### config.mk
export PLATFORM = sky130hd
export DESIGN_NAME = ex_div_unit_flat
export DESIGN_NICKNAME = d
export VERILOG_FILES = /design/src/rtl/ex_div_if.sv /design/src/rtl/ex_div_unit.sv /design/src/flat_wrapper.sv
export SDC_FILE = /design/constraint.sdc
export NUM_CORES = 1
export LEC_CHECK = 0
export BUFFER_PORTS_ARGS = -buffer_cell sky130_fd_sc_hd__clkbuf_2
export CAP_MARGIN = 20
export CORE_UTILIZATION = 42
export CTS_CLUSTER_DIAMETER = 200
export CTS_CLUSTER_SIZE = 40
export DETAILED_ROUTE_END_ITERATION = 8
export PLACE_DENSITY = 0.64
export SLEW_MARGIN = 20
export SYNTH_ARGS = -nofsm -noshare
export SYNTH_HDL_FRONTEND = slang
export SYNTH_SLANG_ARGS = --single-unit
### constraint.sdc
create_clock -name clk -period 5.2 [get_ports clk]
set_input_delay 1.04 -clock clk [delete_from_list [all_inputs] [get_ports clk]]
set_output_delay 1.04 -clock clk [all_outputs]
set_load 0.005 [all_outputs]
### src/rtl/ex_div_if.sv
// Handshake bundle between the execute stage / hazard logic and the iterative divider.
interface ex_div_if #(
    parameter int XLEN = 32
);
    logic            flush;
    logic            start;
    logic [1:0]      op;
    logic [XLEN-1:0] a;
    logic [XLEN-1:0] b;
    logic            ex_advance;
    logic            busy;
    logic            done;
    logic [XLEN-1:0] result;
    logic            stall_req;

    modport master (
        output flush, start, op, a, b, ex_advance,
        input  busy, done, result, stall_req
    );

    modport slave (
        input  flush, start, op, a, b, ex_advance,
        output busy, done, result, stall_req
    );
endinterface

### src/rtl/ex_div_unit.sv
// Iterative RV32M divider (DIV/DIVU/REM/REMU), one restoring step per cycle, with a
// one-cycle path for divide-by-zero and signed overflow.
module ex_div_unit #(
    parameter int XLEN = 32
) (
    input  logic   clk,
    input  logic   reset,
    ex_div_if.slave div
);
    localparam int CW = $clog2(XLEN);

    // state  | meaning
    // S_IDLE | waiting for start; operands sampled here
    // S_CALC | restoring steps, counter counts XLEN-1 down to 0
    // S_DONE | result valid, held until the EX stage advances
    typedef enum logic [1:0] {S_IDLE, S_CALC, S_DONE} state_t;

    state_t          state, state_nxt;
    logic [CW-1:0]   cnt;
    logic [XLEN-1:0] dvd, dvs, rem, res;
    logic            is_rem, q_neg, r_neg;
    logic            ld_fast, ld_calc, fin;

    logic            op_signed, a_neg, b_neg, div_zero, ovf;
    logic [XLEN-1:0] a_abs, b_abs, fast_res, rem_step, dvd_step, final_res;
    logic [XLEN:0]   shifted, diff;
    logic            qbit;

    function automatic logic [XLEN-1:0] neg(input logic [XLEN-1:0] x);
        return ~x + 1'b1;
    endfunction

    always_comb begin
        op_signed = ~div.op[0];
        a_neg     = op_signed & div.a[XLEN-1];
        b_neg     = op_signed & div.b[XLEN-1];
        a_abs     = a_neg ? neg(div.a) : div.a;
        b_abs     = b_neg ? neg(div.b) : div.b;
        div_zero  = (div.b == '0);
        ovf       = op_signed && (div.a == {1'b1, {(XLEN-1){1'b0}}}) && (&div.b);
        if (div_zero)
            fast_res = div.op[1] ? div.a : '1;
        else
            fast_res = div.op[1] ? '0 : div.a;
    end

    // The shifted partial remainder is compared with one extra bit so a divisor
    // with its msb set never loses the carry out of the shift.
    always_comb begin
        shifted   = {rem, dvd[XLEN-1]};
        diff      = shifted - {1'b0, dvs};
        qbit      = ~diff[XLEN];
        rem_step  = qbit ? diff[XLEN-1:0] : shifted[XLEN-1:0];
        dvd_step  = {dvd[XLEN-2:0], qbit};
        if (is_rem)
            final_res = r_neg ? neg(rem_step) : rem_step;
        else
            final_res = q_neg ? neg(dvd_step) : dvd_step;
    end

    always_ff @(posedge clk or posedge reset) begin
        if (reset) state <= S_IDLE;
        else       state <= state_nxt;
    end

    always_comb begin
        state_nxt = state;
        ld_fast   = 1'b0;
        ld_calc   = 1'b0;
        fin       = 1'b0;
        if (div.flush) begin
            state_nxt = S_IDLE;
        end else begin
            case (state)
                S_IDLE: begin
                    if (div.start) begin
                        if (div_zero || ovf) begin
                            ld_fast   = 1'b1;
                            state_nxt = S_DONE;
                        end else begin
                            ld_calc   = 1'b1;
                            state_nxt = S_CALC;
                        end
                    end
                end
                S_CALC: begin
                    if (cnt == '0) begin
                        fin       = 1'b1;
                        state_nxt = S_DONE;
                    end
                end
                S_DONE: begin
                    if (div.ex_advance) state_nxt = S_IDLE;
                end
                default: state_nxt = S_IDLE;
            endcase
        end
    end

    always_ff @(posedge clk or posedge reset) begin
        if (reset) begin
            cnt    <= '0;
            dvd    <= '0;
            dvs    <= '0;
            rem    <= '0;
            res    <= '0;
            is_rem <= 1'b0;
            q_neg  <= 1'b0;
            r_neg  <= 1'b0;
        end else begin
            if (ld_fast) res <= fast_res;
            if (ld_calc) begin
                dvd    <= a_abs;
                dvs    <= b_abs;
                rem    <= '0;
                cnt    <= CW'(XLEN - 1);
                is_rem <= div.op[1];
                q_neg  <= a_neg ^ b_neg;
                r_neg  <= a_neg;
            end
            if (state == S_CALC && !div.flush) begin
                dvd <= dvd_step;
                rem <= rem_step;
                if (cnt != '0) cnt <= cnt - 1'b1;
            end
            if (fin) res <= final_res;
        end
    end

    assign div.busy      = (state == S_CALC);
    assign div.done      = (state == S_DONE);
    assign div.result    = res;
    assign div.stall_req = ~reset & (((state == S_IDLE) & div.start) | (state == S_CALC));
endmodule
### src/flat_wrapper.sv
// flat-port wrapper written by rule: the top's interface ports become plain ports
module ex_div_unit_flat 
#(
    parameter int XLEN = 32
)
  (clk, reset, div_flush, div_start, div_op, div_a, div_b, div_ex_advance, div_busy, div_done, div_result, div_stall_req);
  ex_div_if #(.XLEN(XLEN)) div_i ();
  input  logic clk;
  input  logic reset;
  input wire logic [$bits(div_i.flush)-1:0] div_flush;
  input wire logic [$bits(div_i.start)-1:0] div_start;
  input wire logic [$bits(div_i.op)-1:0] div_op;
  input wire logic [$bits(div_i.a)-1:0] div_a;
  input wire logic [$bits(div_i.b)-1:0] div_b;
  input wire logic [$bits(div_i.ex_advance)-1:0] div_ex_advance;
  output wire logic [$bits(div_i.busy)-1:0] div_busy;
  output wire logic [$bits(div_i.done)-1:0] div_done;
  output wire logic [$bits(div_i.result)-1:0] div_result;
  output wire logic [$bits(div_i.stall_req)-1:0] div_stall_req;
  assign div_i.flush = div_flush;
  assign div_i.start = div_start;
  assign div_i.op = div_op;
  assign div_i.a = div_a;
  assign div_i.b = div_b;
  assign div_i.ex_advance = div_ex_advance;
  assign div_busy = div_i.busy;
  assign div_done = div_i.done;
  assign div_result = div_i.result;
  assign div_stall_req = div_i.stall_req;
  ex_div_unit #(.XLEN(XLEN)) u_core (.clk(clk), .reset(reset), .div(div_i));
endmodule
==> flow_summary.yaml <==
finish:
  fillerInstances: 2790
  fin_nets: 1726
  final_common_cell: "nand2_1"
  areaGrowthSynthToFinish_pct: 12.6
  drive_above_1_share_pct: 13.9
  final_cell_mix: "nand2_1 (163), o21ai_0 (150), nor2_1 (140), dfrtp_1 (138)"
  antenna_cells: 0
logic_synthesis:
  synth_top_flop_cell: "dfrtp_1"
  synth_edf_count: 0
  syn_avg_cell_area_um2: 7.85
  ys_seq_area_share_pct: 28.4
  synth_warnings: 0
  synth.cell_area_um2: 12200
  synthArstFlopShare_pct: 100
  syn-num-nets: 1658
  synthCells: 1548
  ys_seq_elements: 138
  synth_cell_type_count: 93
route:
  ant_nets: 0
  vias: 12300
  vias_per_cell: 6.13
  drt_iter0_drc: 1061
  drtPass1Iterations: 8
  drcViolationCount: 0
  wirelength_mm: 41.4
  wl_per_cell_um: 20.6
place:
  dpl.hpwl_mm: 31.4
  port_buffers: 105
  gp_congestion: 0.930
clocking:
  cts_buffer_depth: 2
  clock_sinks: 138
  cts_tree: "done"
  cts_buffers: 17
  cts_root_buffer: "clkbuf_16"
  clk_pin_slew_ps: 70
  clkLatencyLatePin_ps: 440
  cts_max_level: 4
floorplan:
  die_y_um: 172
  die_area_um2: 29600
  initial_core_util_pct: 43.2
  core_area_um2: 28200
  rows: 61
  ios: 106
  die_w_um: 172
setup_path:
  cp.required_ps: 5500
  rr_endpoint: "u_core.div.result[24]"
  start_kind: "flop"
  crit_type: "reg2reg"
  reg2reg_slack_ps: 430
  r2r_cells: 22
  end_kind: "flop"
  cp_max_fo: 6
  r2r-start: "u_core.dvd[31]"
  cp.arrival_ps: 5070
sta:
  slew_viol_final: 0
  max_freq_ghz: 0.210
  period_share_pct: 91.7
  period_minus_slack_ps: 4770
  timing.slew.headroom_pct: 24.2
  clock_skew_ps: 15.4
  rsz0062_at_grt: "no"
  tightest_slew_ps: 1130
  finalHoldViolations: 0
  setup_violations: 0
  tns_ps: 0
global_route:
  grt_use_met1_pct: 39.7
  busiest_layer: "met2"
  grt_pass1_vias: 11200
  grt-ovfl-total: 0
  grt_pass1_wl_mm: 64.2
  grt_max_degree: 83
  antenna_found_initial: 0
  use_met2_pct: 44.4
  grt_usage_pct: 28.4
  use_met3_pct: 4.74
power_and_ir_drop:
  p_leak_uw: 0.00573
  max-vdd-ir-drop_mv: 0.164
  power.total_uw: 4160
  p_per_area_nw_per_um2: 304
min_path:
  hold_start: "u_core.dvs[27]"
  hold_path_depth: 2
  min_to: "u_core.dvs[27]"
  hp-class: "reg2reg"
outcome:
  outcome: "finished clean"
flow_run:
  maxCapViolCount: 0
## per-layer routing
| metal | routed length, um | vias up |
|---|---|---|
| li1 | - | 5838 |
| met1 | 18700 | 5938 |
| met2 | 18900 | 471 |
| met3 | 2910 | 59 |
| met4 | 944 | 0 |
| met5 | 0 | - |
## registers in the layout, summed over array words and instances (netlist names)
register,cells
u_core.state,2
u_core.dvd,32
u_core.dvs,32
u_core.is_rem,1
u_core.div.result,32
u_core.rem,32
u_core.cnt,5
u_core.q_neg,1
u_core.r_neg,1
## cell families after synthesis
logic type                 Yosys count  synth area share, %
adders and majority gates           45                 4.57
AOI/OAI and AO/OA                  501                 27.7
DFF                                138                 28.4
muxes                               39                 3.26
buffers and inverters              150                 4.92
and+or+nand+nor                    545                 21.8
xor gates and xnor gates           130                 9.37
## synth_stat cells, types with 5 or more instances
| master | n | share of area, % |
|---|---|---|
| nor2b_1 | 14 | 0.72 |
| inv_1 | 51 | 1.6 |
| a211oi_1 | 49 | 3.0 |
| or4_1 | 20 | 1.2 |
| and2_1 | 7 | 0.36 |
| o31ai_1 | 28 | 1.7 |
| o21ai_1 | 7 | 0.29 |
| o41ai_1 | 13 | 0.94 |
| o21ai_0 | 150 | 6.2 |
| and3_1 | 8 | 0.41 |
| nor4_1 | 21 | 1.1 |
| mux2i_1 | 34 | 2.8 |
| xnor2_1 | 57 | 4.1 |
| a31oi_1 | 10 | 0.51 |
| or2_2 | 5 | 0.26 |
| or3_1 | 20 | 1.0 |
| a221o_1 | 26 | 2.1 |
| buf_2 | 11 | 0.45 |
| dfrtp_1 | 138 | 28 |
| ha_1 | 38 | 3.9 |
| o211ai_1 | 11 | 0.68 |
| nand4_1 | 18 | 0.93 |
| nand2_1 | 165 | 5.1 |
| xor2_1 | 73 | 5.3 |
| nand2b_1 | 16 | 0.82 |
| and4_1 | 5 | 0.36 |
| clkbuf_1 | 79 | 2.4 |
| a21oi_1 | 105 | 4.3 |
| maj3_1 | 6 | 0.49 |
| nor2_1 | 141 | 4.4 |
| o22ai_1 | 8 | 0.41 |
| nand3_1 | 56 | 2.3 |
| a21o_1 | 12 | 0.74 |
| nor3_1 | 29 | 1.2 |
| o2111ai_1 | 8 | 0.58 |
| o21a_1 | 7 | 0.43 |
| mux2_2 | 5 | 0.46 |
| a22oi_1 | 7 | 0.43 |
## worst max path at each step
stage	endpoint	slack, ps	from	cells after the start
after floorplan	u_core.div.result[26]	4	u_core.dvd[31]	23
after global placement	u_core.div.result[26]	380	u_core.dvd[31]	22
after detailed placement	u_core.div.result[18]	210	u_core.rem[14]	21
after CTS	u_core.div.result[18]	180	u_core.rem[10]	21
after global routing	u_core.div.result[28]	20	u_core.dvd[31]	23
final	u_core.div.result[24]	430	u_core.dvd[31]	22
## cell type report
cell class	instances	area [um^2]	area share, %
sequential	138	3450	25.2
inverter	54	210	1.54
timing repair buffer	145	826	6.03
multi-input combinational	1260	8160	59.6
tap	378	473	3.46
clock buffer	18	429	3.14
clock inverter	14	134	0.978
## per-stage QoR
stage / setup slack [ps] / cells / utilization (%) / instance area [um^2] / hold slack, ps
finish: 429 / 2007 / 48.6 / 13700 / 485
global placement: 385 / 1974 / 46.4 / 13100 / 467
CTS: 184 / 2006 / 48.4 / 13600 / 488
global route: 23.0 / 2007 / 48.6 / 13700 / 527
detailed placement: 207 / 1974 / 46.4 / 13100 / 474
floorplan: 3.55 / 1548 / - / 12200 / 450
## power by group
part	leakage (uW)	switching, uW	total [uW]	internal, uW
sequential	0.00179	188	1410	1220
combinational	0.00367	956	1550	595
clock	0.000267	566	1200	632
total	0.00573	1710	4160	2450
## critical path: stages, from the launching register on
cell	delay [ps]
dfrtp_1	390
inv_1	60
ha_1	210
fa_1	400
nand2b_1	230
a21oi_4	220
o21ai_2	130
a2111oi_4	420
buf_4	210
nor4_4	60
nor2_8	130
inv_4	50
a21oi_1	240
ha_2	260
nand2_1	60
nor4_1	180
nand4_1	150
o2111ai_2	170
o2111ai_4	260
nor4_1	380
nand4_1	150
mux2i_1	190
o211ai_1	100
## repair_timing
item | CTS | global route
endpoints found under the setup margin | 0 | 10
gates resized for setup | 0 | 5
buffers inserted | 0 | 1
hold buffers | 0 | 0
No activity file was read; power rests on OpenSTA's default activity.
